**src/rtl/scroll_pkg.sv**
```systemverilog
// Character codes, segment patterns and FSM state type shared by the
// scrolling word display and its segment decoder.
package scroll_pkg;

  typedef enum logic [1:0] {
    ST_PAUSE,
    ST_SCROLL,
    ST_HOLD
  } state_e;

  localparam logic [2:0] CH_H     = 3'd0;
  localparam logic [2:0] CH_E     = 3'd1;
  localparam logic [2:0] CH_L     = 3'd2;
  localparam logic [2:0] CH_O     = 3'd3;
  localparam logic [2:0] CH_P     = 3'd4;
  localparam logic [2:0] CH_A     = 3'd5;
  localparam logic [2:0] CH_U     = 3'd6;
  localparam logic [2:0] CH_BLANK = 3'd7;

  // Active-low segments, bit6 = a ... bit0 = g
  localparam logic [6:0] SEG_H     = 7'b1001000;
  localparam logic [6:0] SEG_E     = 7'b0110000;
  localparam logic [6:0] SEG_L     = 7'b1110001;
  localparam logic [6:0] SEG_O     = 7'b0000001;
  localparam logic [6:0] SEG_P     = 7'b0011000;
  localparam logic [6:0] SEG_A     = 7'b0001000;
  localparam logic [6:0] SEG_U     = 7'b1000001;
  localparam logic [6:0] SEG_BLANK = 7'b1111111;

  function automatic logic [2:0] reset_char(input int unsigned slot);
    case (slot)
      0:       return CH_H;
      1:       return CH_E;
      2, 3:    return CH_L;
      4:       return CH_O;
      default: return CH_BLANK;
    endcase
  endfunction

endpackage

```
**src/rtl/char_to_seg7.sv**
```systemverilog
// Combinational character-code to active-low seven-segment decoder.
module char_to_seg7
  import scroll_pkg::*;
#(
  parameter int unsigned CHAR_W = 3
) (
  input  logic [CHAR_W-1:0] code,
  output logic [6:0]        seg
);

  always_comb begin
    seg = SEG_BLANK;
    case (int'(code))
      int'(CH_H): seg = SEG_H;
      int'(CH_E): seg = SEG_E;
      int'(CH_L): seg = SEG_L;
      int'(CH_O): seg = SEG_O;
      int'(CH_P): seg = SEG_P;
      int'(CH_A): seg = SEG_A;
      int'(CH_U): seg = SEG_U;
      default:    seg = SEG_BLANK;
    endcase
  end

endmodule

```
**src/rtl/scrolling_word_display.sv**
```systemverilog
// Scrolling message driver: writable character buffer rotated across the
// HEX digits on a divided tick, with pause/single-step and a hold after wrap.
module scrolling_word_display
  import scroll_pkg::*;
#(
  parameter int unsigned NUM_DIGITS = 4,
  parameter int unsigned MSG_LEN    = 8,
  parameter int unsigned CHAR_W     = 3,
  parameter int unsigned TICK_DIV   = 50000000,
  parameter int unsigned HOLD_TICKS = 2
) (
  input  logic                       CLOCK_50,
  input  logic                       RESETN,
  input  logic                       RUN,
  input  logic                       DIR,
  input  logic                       STEP,
  input  logic                       WR_EN,
  input  logic [$clog2(MSG_LEN)-1:0] WR_ADDR,
  input  logic [CHAR_W-1:0]          WR_DATA,
  output logic [7*NUM_DIGITS-1:0]    HEX,
  output logic [$clog2(MSG_LEN)-1:0] PTR,
  output logic                       WRAP
);

  localparam int unsigned PTR_W  = $clog2(MSG_LEN);
  localparam int unsigned TICK_W = $clog2(TICK_DIV);
  localparam int unsigned HOLD_W = (HOLD_TICKS > 1) ? $clog2(HOLD_TICKS) : 1;

  state_e                  state_q, state_d;
  logic [CHAR_W-1:0]       msg_q [MSG_LEN];
  logic [CHAR_W-1:0]       msg_d [MSG_LEN];
  logic [PTR_W-1:0]        ptr_q, ptr_d;
  logic [TICK_W-1:0]       tick_cnt_q, tick_cnt_d;
  logic [HOLD_W-1:0]       hold_cnt_q, hold_cnt_d;
  logic                    step_prev_q, step_prev_d;
  logic                    wrap_q, wrap_d;
  logic [7*NUM_DIGITS-1:0] hex_q, hex_d;
  logic [7*NUM_DIGITS-1:0] seg_all;

  logic tick;
  logic at_wrap;
  logic advance;

  assign tick    = (32'(tick_cnt_q) == TICK_DIV - 1);
  assign at_wrap = DIR ? (ptr_q == '0) : (ptr_q == PTR_W'(MSG_LEN - 1));

  always_comb begin
    state_d     = state_q;
    tick_cnt_d  = tick_cnt_q;
    hold_cnt_d  = hold_cnt_q;
    ptr_d       = ptr_q;
    wrap_d      = 1'b0;
    step_prev_d = STEP;
    advance     = 1'b0;
    hex_d       = seg_all;

    msg_d = msg_q;
    if (WR_EN && (32'(WR_ADDR) < MSG_LEN)) begin
      msg_d[WR_ADDR] = WR_DATA;
    end

    case (state_q)
      ST_PAUSE: begin
        if (RUN) begin
          state_d    = ST_SCROLL;
          tick_cnt_d = '0;
        end else if (STEP && !step_prev_q) begin
          advance = 1'b1;
        end
      end
      ST_SCROLL: begin
        if (!RUN) begin
          state_d = ST_PAUSE;
        end else begin
          tick_cnt_d = tick ? '0 : tick_cnt_q + 1'b1;
          if (tick) begin
            advance = 1'b1;
            if (at_wrap && (HOLD_TICKS > 0)) begin
              state_d    = ST_HOLD;
              hold_cnt_d = '0;
            end
          end
        end
      end
      ST_HOLD: begin
        if (!RUN) begin
          state_d = ST_PAUSE;
        end else begin
          tick_cnt_d = tick ? '0 : tick_cnt_q + 1'b1;
          if (tick) begin
            if (32'(hold_cnt_q) + 1 >= HOLD_TICKS) begin
              state_d    = ST_SCROLL;
              tick_cnt_d = '0;
              hold_cnt_d = '0;
            end else begin
              hold_cnt_d = hold_cnt_q + 1'b1;
            end
          end
        end
      end
      default: state_d = ST_PAUSE;
    endcase

    if (advance) begin
      wrap_d = at_wrap;
      if (DIR) begin
        ptr_d = at_wrap ? PTR_W'(MSG_LEN - 1) : ptr_q - 1'b1;
      end else begin
        ptr_d = at_wrap ? '0 : ptr_q + 1'b1;
      end
    end
  end

  // Digit d shows msg[(ptr + NUM_DIGITS-1-d) mod MSG_LEN]; the sum never
  // reaches 2*MSG_LEN, so one conditional subtract replaces the modulo.
  for (genvar gd = 0; gd < NUM_DIGITS; gd++) begin : g_digit
    localparam int unsigned OFF = NUM_DIGITS - 1 - gd;
    logic [PTR_W-1:0]  idx;
    logic [CHAR_W-1:0] code;
    logic [6:0]        seg;

    always_comb begin
      if (32'(ptr_q) + OFF >= MSG_LEN) begin
        idx = PTR_W'(32'(ptr_q) + OFF - MSG_LEN);
      end else begin
        idx = PTR_W'(32'(ptr_q) + OFF);
      end
      code = msg_q[idx];
    end

    char_to_seg7 #(.CHAR_W(CHAR_W)) u_seg (
      .code (code),
      .seg  (seg)
    );

    assign seg_all[7*gd +: 7] = seg;
  end

  always_ff @(posedge CLOCK_50) begin
    if (!RESETN) begin
      state_q     <= ST_PAUSE;
      ptr_q       <= '0;
      tick_cnt_q  <= '0;
      hold_cnt_q  <= '0;
      step_prev_q <= 1'b0;
      wrap_q      <= 1'b0;
      hex_q       <= '1;
      for (int unsigned i = 0; i < MSG_LEN; i++) begin
        msg_q[i] <= CHAR_W'(reset_char(i));
      end
    end else begin
      state_q     <= state_d;
      ptr_q       <= ptr_d;
      tick_cnt_q  <= tick_cnt_d;
      hold_cnt_q  <= hold_cnt_d;
      step_prev_q <= step_prev_d;
      wrap_q      <= wrap_d;
      hex_q       <= hex_d;
      msg_q       <= msg_d;
    end
  end

  assign HEX  = hex_q;
  assign PTR  = ptr_q;
  assign WRAP = wrap_q;

endmodule

```
**config.mk**
```make
export PLATFORM = sky130hd
export DESIGN_NAME = scrolling_word_display
export DESIGN_NICKNAME = d
export VERILOG_FILES = /design/src/rtl/scroll_pkg.sv /design/src/rtl/char_to_seg7.sv /design/src/rtl/scrolling_word_display.sv
export SDC_FILE = /design/constraint.sdc
export NUM_CORES = 1
export LEC_CHECK = 0
export CAP_MARGIN = 10
export CORE_ASPECT_RATIO = 1.5
export CORE_UTILIZATION = 45
export DETAILED_ROUTE_END_ITERATION = 12
export GPL_TIMING_DRIVEN = 0
export PLACE_DENSITY = 0.66
export SLEW_MARGIN = 5
export SYNTH_ARGS = -nofsm -noshare
export SYNTH_HDL_FRONTEND = slang
export SYNTH_SLANG_ARGS = --single-unit
```
**constraint.sdc**
```tcl
create_clock -name CLOCK_50 -period 3.6 [get_ports CLOCK_50]
set_clock_uncertainty 0.15 [all_clocks]
set_input_delay 0.9 -clock CLOCK_50 [delete_from_list [all_inputs] [get_ports CLOCK_50]]
set_output_delay 0.9 -clock CLOCK_50 [all_outputs]
set_load 0.02 [all_outputs]
```
==> results.ini <==
[status]
status = complete, no violations

[drt]
vias = 3455
drtIter0Drc = 122
dr.pass1.iters = 4
wl_met3_um = 330
drt-met1-wl_mm = 3.79
via_per_inst = 5.58
wl_mm = 9.78
ant_nets = 0
routedWlPerCell_um = 15.8
dr_wl_met2_mm = 5.33
top_layer = met4
drc = 0

[critical_path]
worstPathMaxFanout = 10
criticalPathCategory = flip-flop to flip-flop
critical-path-max-stage-delay_ns = 0.64
path_common_cell = buf_6
worstSetupStartpointType = flip-flop
crit_chain = buf_4, buf_6, buf_6, inv_1, ha_1, clkbuf_1, mux4_2, xor2_1, and2_0, o21ai_1
cp_slowest_cell = mux4_2
end_kind = flip-flop
crit_required_ns = 3.65
worst_ep_arrival_time_ns = 3.15

[yosys]
yosysTopAreaCell = dfxtp_1
syn_area_um2 = 4340
synth_seq_cells = 82
syn_inst = 452
yosysWarnings = 0
avgSynthCellArea_um2 = 9.60
synth_edf_count = 0
synth.top_cell.area_share_pct = 37.8
yosysSeqAreaShare_pct = 37.8
synth.distinct_cells = 56
synth.area.top_cells = dfxtp_1, mux2i_1, mux4_2, nand2_1, xor2_1
synth_nets = 474
synthArstFlopShare_pct = 0
synth_ff_type = dfxtp_1

[clock_network]
htreeDepth = 3
cts_root_buf = clkbuf_16
ctsHoldBuffers = 0
cts_sinks = 82
clk_pin_slew_ns = 0.06
clk_latency_ns = 0.33
postCtsResizedCells = 0
numCtsBuffers = 9
cts_setup_buffers = 0
cts_tree = built
clock_path_buffers = 2

[power]
pwr-share-clk_pct = 37.1
leakagePower_uw = 0.00190
pwr-share-seq_pct = 41.1
pwr-share-comb_pct = 21.8
p_switching_uw = 661
p_int_uw = 1750
powerDensity_nw_per_um2 = 467
ir_drop_v = 0.000380
switching_share_pct = 27.4

[final_layout]
final_core_util_pct = 55.4
multiInputGateArea_um2 = 2510
fin_area_um2 = 5160
nFillCells = 832
nNetsFinal = 524
diodes = 0
layout.area.seq_um2 = 1640
final_common_cell = dfxtp_1
final_cell_mix = dfxtp_1, nand2_1, mux2i_1
drive_gt1_share_pct = 10.5
area_growth_pct = 18.9

[sta]
setup_viol = 0
rsz0062_at_grt = no
slew_viol_final = 0
finalCritPeriodShare_pct = 86.0
finalHoldViolCount = 0
tns_ns = 0
timing.slew.headroom_pct = 56.5
hold_ws_ns = 0.350
clock.fmax_mhz = 323
worstMarginPinSlew_ns = 0.645
min_period_ns = 3.10

[floorplanning]
die_x_um = 82.2
ios = 44
rows = 43
start_util_pct = 46.6
chipHeight_um = 122
core_um2 = 9310
die_area_um2 = 10000

[placement]
post-dp-hpwl_mm = 7.49
io_buffers = 39
routabilityCongestion = 0.911
placedInstanceArea_um2 = 4870

[global_route]
grt_first_pass_wirelength_mm = 15.7
antenna_found_initial = 0
grt_max_degree = 14
grt_pass1_vias = 3288
grt_usage_pct = 20.9
overflow = 0

[min_path]
worstHoldPathType = flip-flop to flip-flop

[run]
cap_viol_max_count = 0

==> stage by stage <==
stage               instances  worst slack (ns)  total power, uW
floorplan                 452             0.735             1360
finish                    619             0.503             2410
CTS                       619             0.480             2430
global placement          603             0.487             1520
detailed placement        603             0.460             1540
global route              619             0.337             2520
==> registers in the layout, summed over array words and instances (netlist names) <==
name and flops:
hold_cnt_q 1, WRAP 1, step_prev_q 1, state_q 2, PTR 3, msg_q 24, tick_cnt_q 26, HEX 24
==> cell type report <==
class	count	share of cell area, %
clock buffers	11	4.51
well taps	112	2.72
multi-input cells	331	48.6
inverters	12	0.873
clock inverters	5	1.07
repair buffers	39	7.57
plain buffers	27	2.84
flip-flops and latches	82	31.8
==> power by group through the flow <==
stage	combinational (uW)	sequential (uW)	clock, uW
global route	570	998	951
finish	524	990	894
CTS	526	990	913
detailed placement	525	1010	0
floorplan	285	1070	0
global placement	516	1010	0
==> cells by family after synthesis <==
group	share of synthesized area (%)
DFF	37.8
adders and majority gates	2.88
AOI/OAI and AO/OA	8.88
and+or+nand+nor	21.7
xor gates and xnor gates	5.05
buffers and inverters	4.41
muxes	19.3
==> synthesized netlist by cell type, drive strengths merged, types with 5 or more instances <==
master  instances
a21boi          8
a21oi           6
and2            7
and3            6
buf            11
clkbuf         16
dfxtp          82
ha             10
inv            12
mux2           13
mux2i          42
mux4           12
nand2          50
nand3          10
nand4          15
nor2           30
nor2b          13
nor3           10
nor3b           6
o211ai          5
o21ai          17
o31ai           5
xnor2           6
xor2           19
==> per-layer routing <==
| metal | vias up | GRT usage (%) |
|---|---|---|
| met5 | - | 0 |
| met3 | 22 | 4.76 |
| met1 | 1623 | 20.7 |
| met2 | 80 | 38.7 |
| met4 | 0 | 11.7 |
| li1 | 1730 | - |
==> worst max-delay path: cells and delay by family, from the launching register on <==
| family | cells | cell delay [ns] |
|---|---|---|
| buf+inv | 5 | 1.09 |
| mux | 1 | 0.64 |
| flops | 1 | 0.39 |
| fa+ha+maj | 1 | 0.28 |
| xor+xnor | 1 | 0.21 |
| simple gates | 1 | 0.15 |
| compound gates | 1 | 0.06 |
==> worst paths after layout <==
kind	start	endpoint	slack, ns	cells past startpoint
worst min register to register	tick_cnt_q[1]$_SDFFE_PN0P_	tick_cnt_q[1]$_SDFFE_PN0P_	0.35	2
worst max register to register	PTR[0]$_SDFFE_PN0P_	HEX[4]$_SDFF_PN1_	0.50	10
worst max-delay path	PTR[0]$_SDFFE_PN0P_	HEX[4]$_SDFF_PN1_	0.50	10
worst min-delay path	tick_cnt_q[1]$_SDFFE_PN0P_	tick_cnt_q[1]$_SDFFE_PN0P_	0.35	2
No activity file was read; power rests on OpenSTA's default activity.
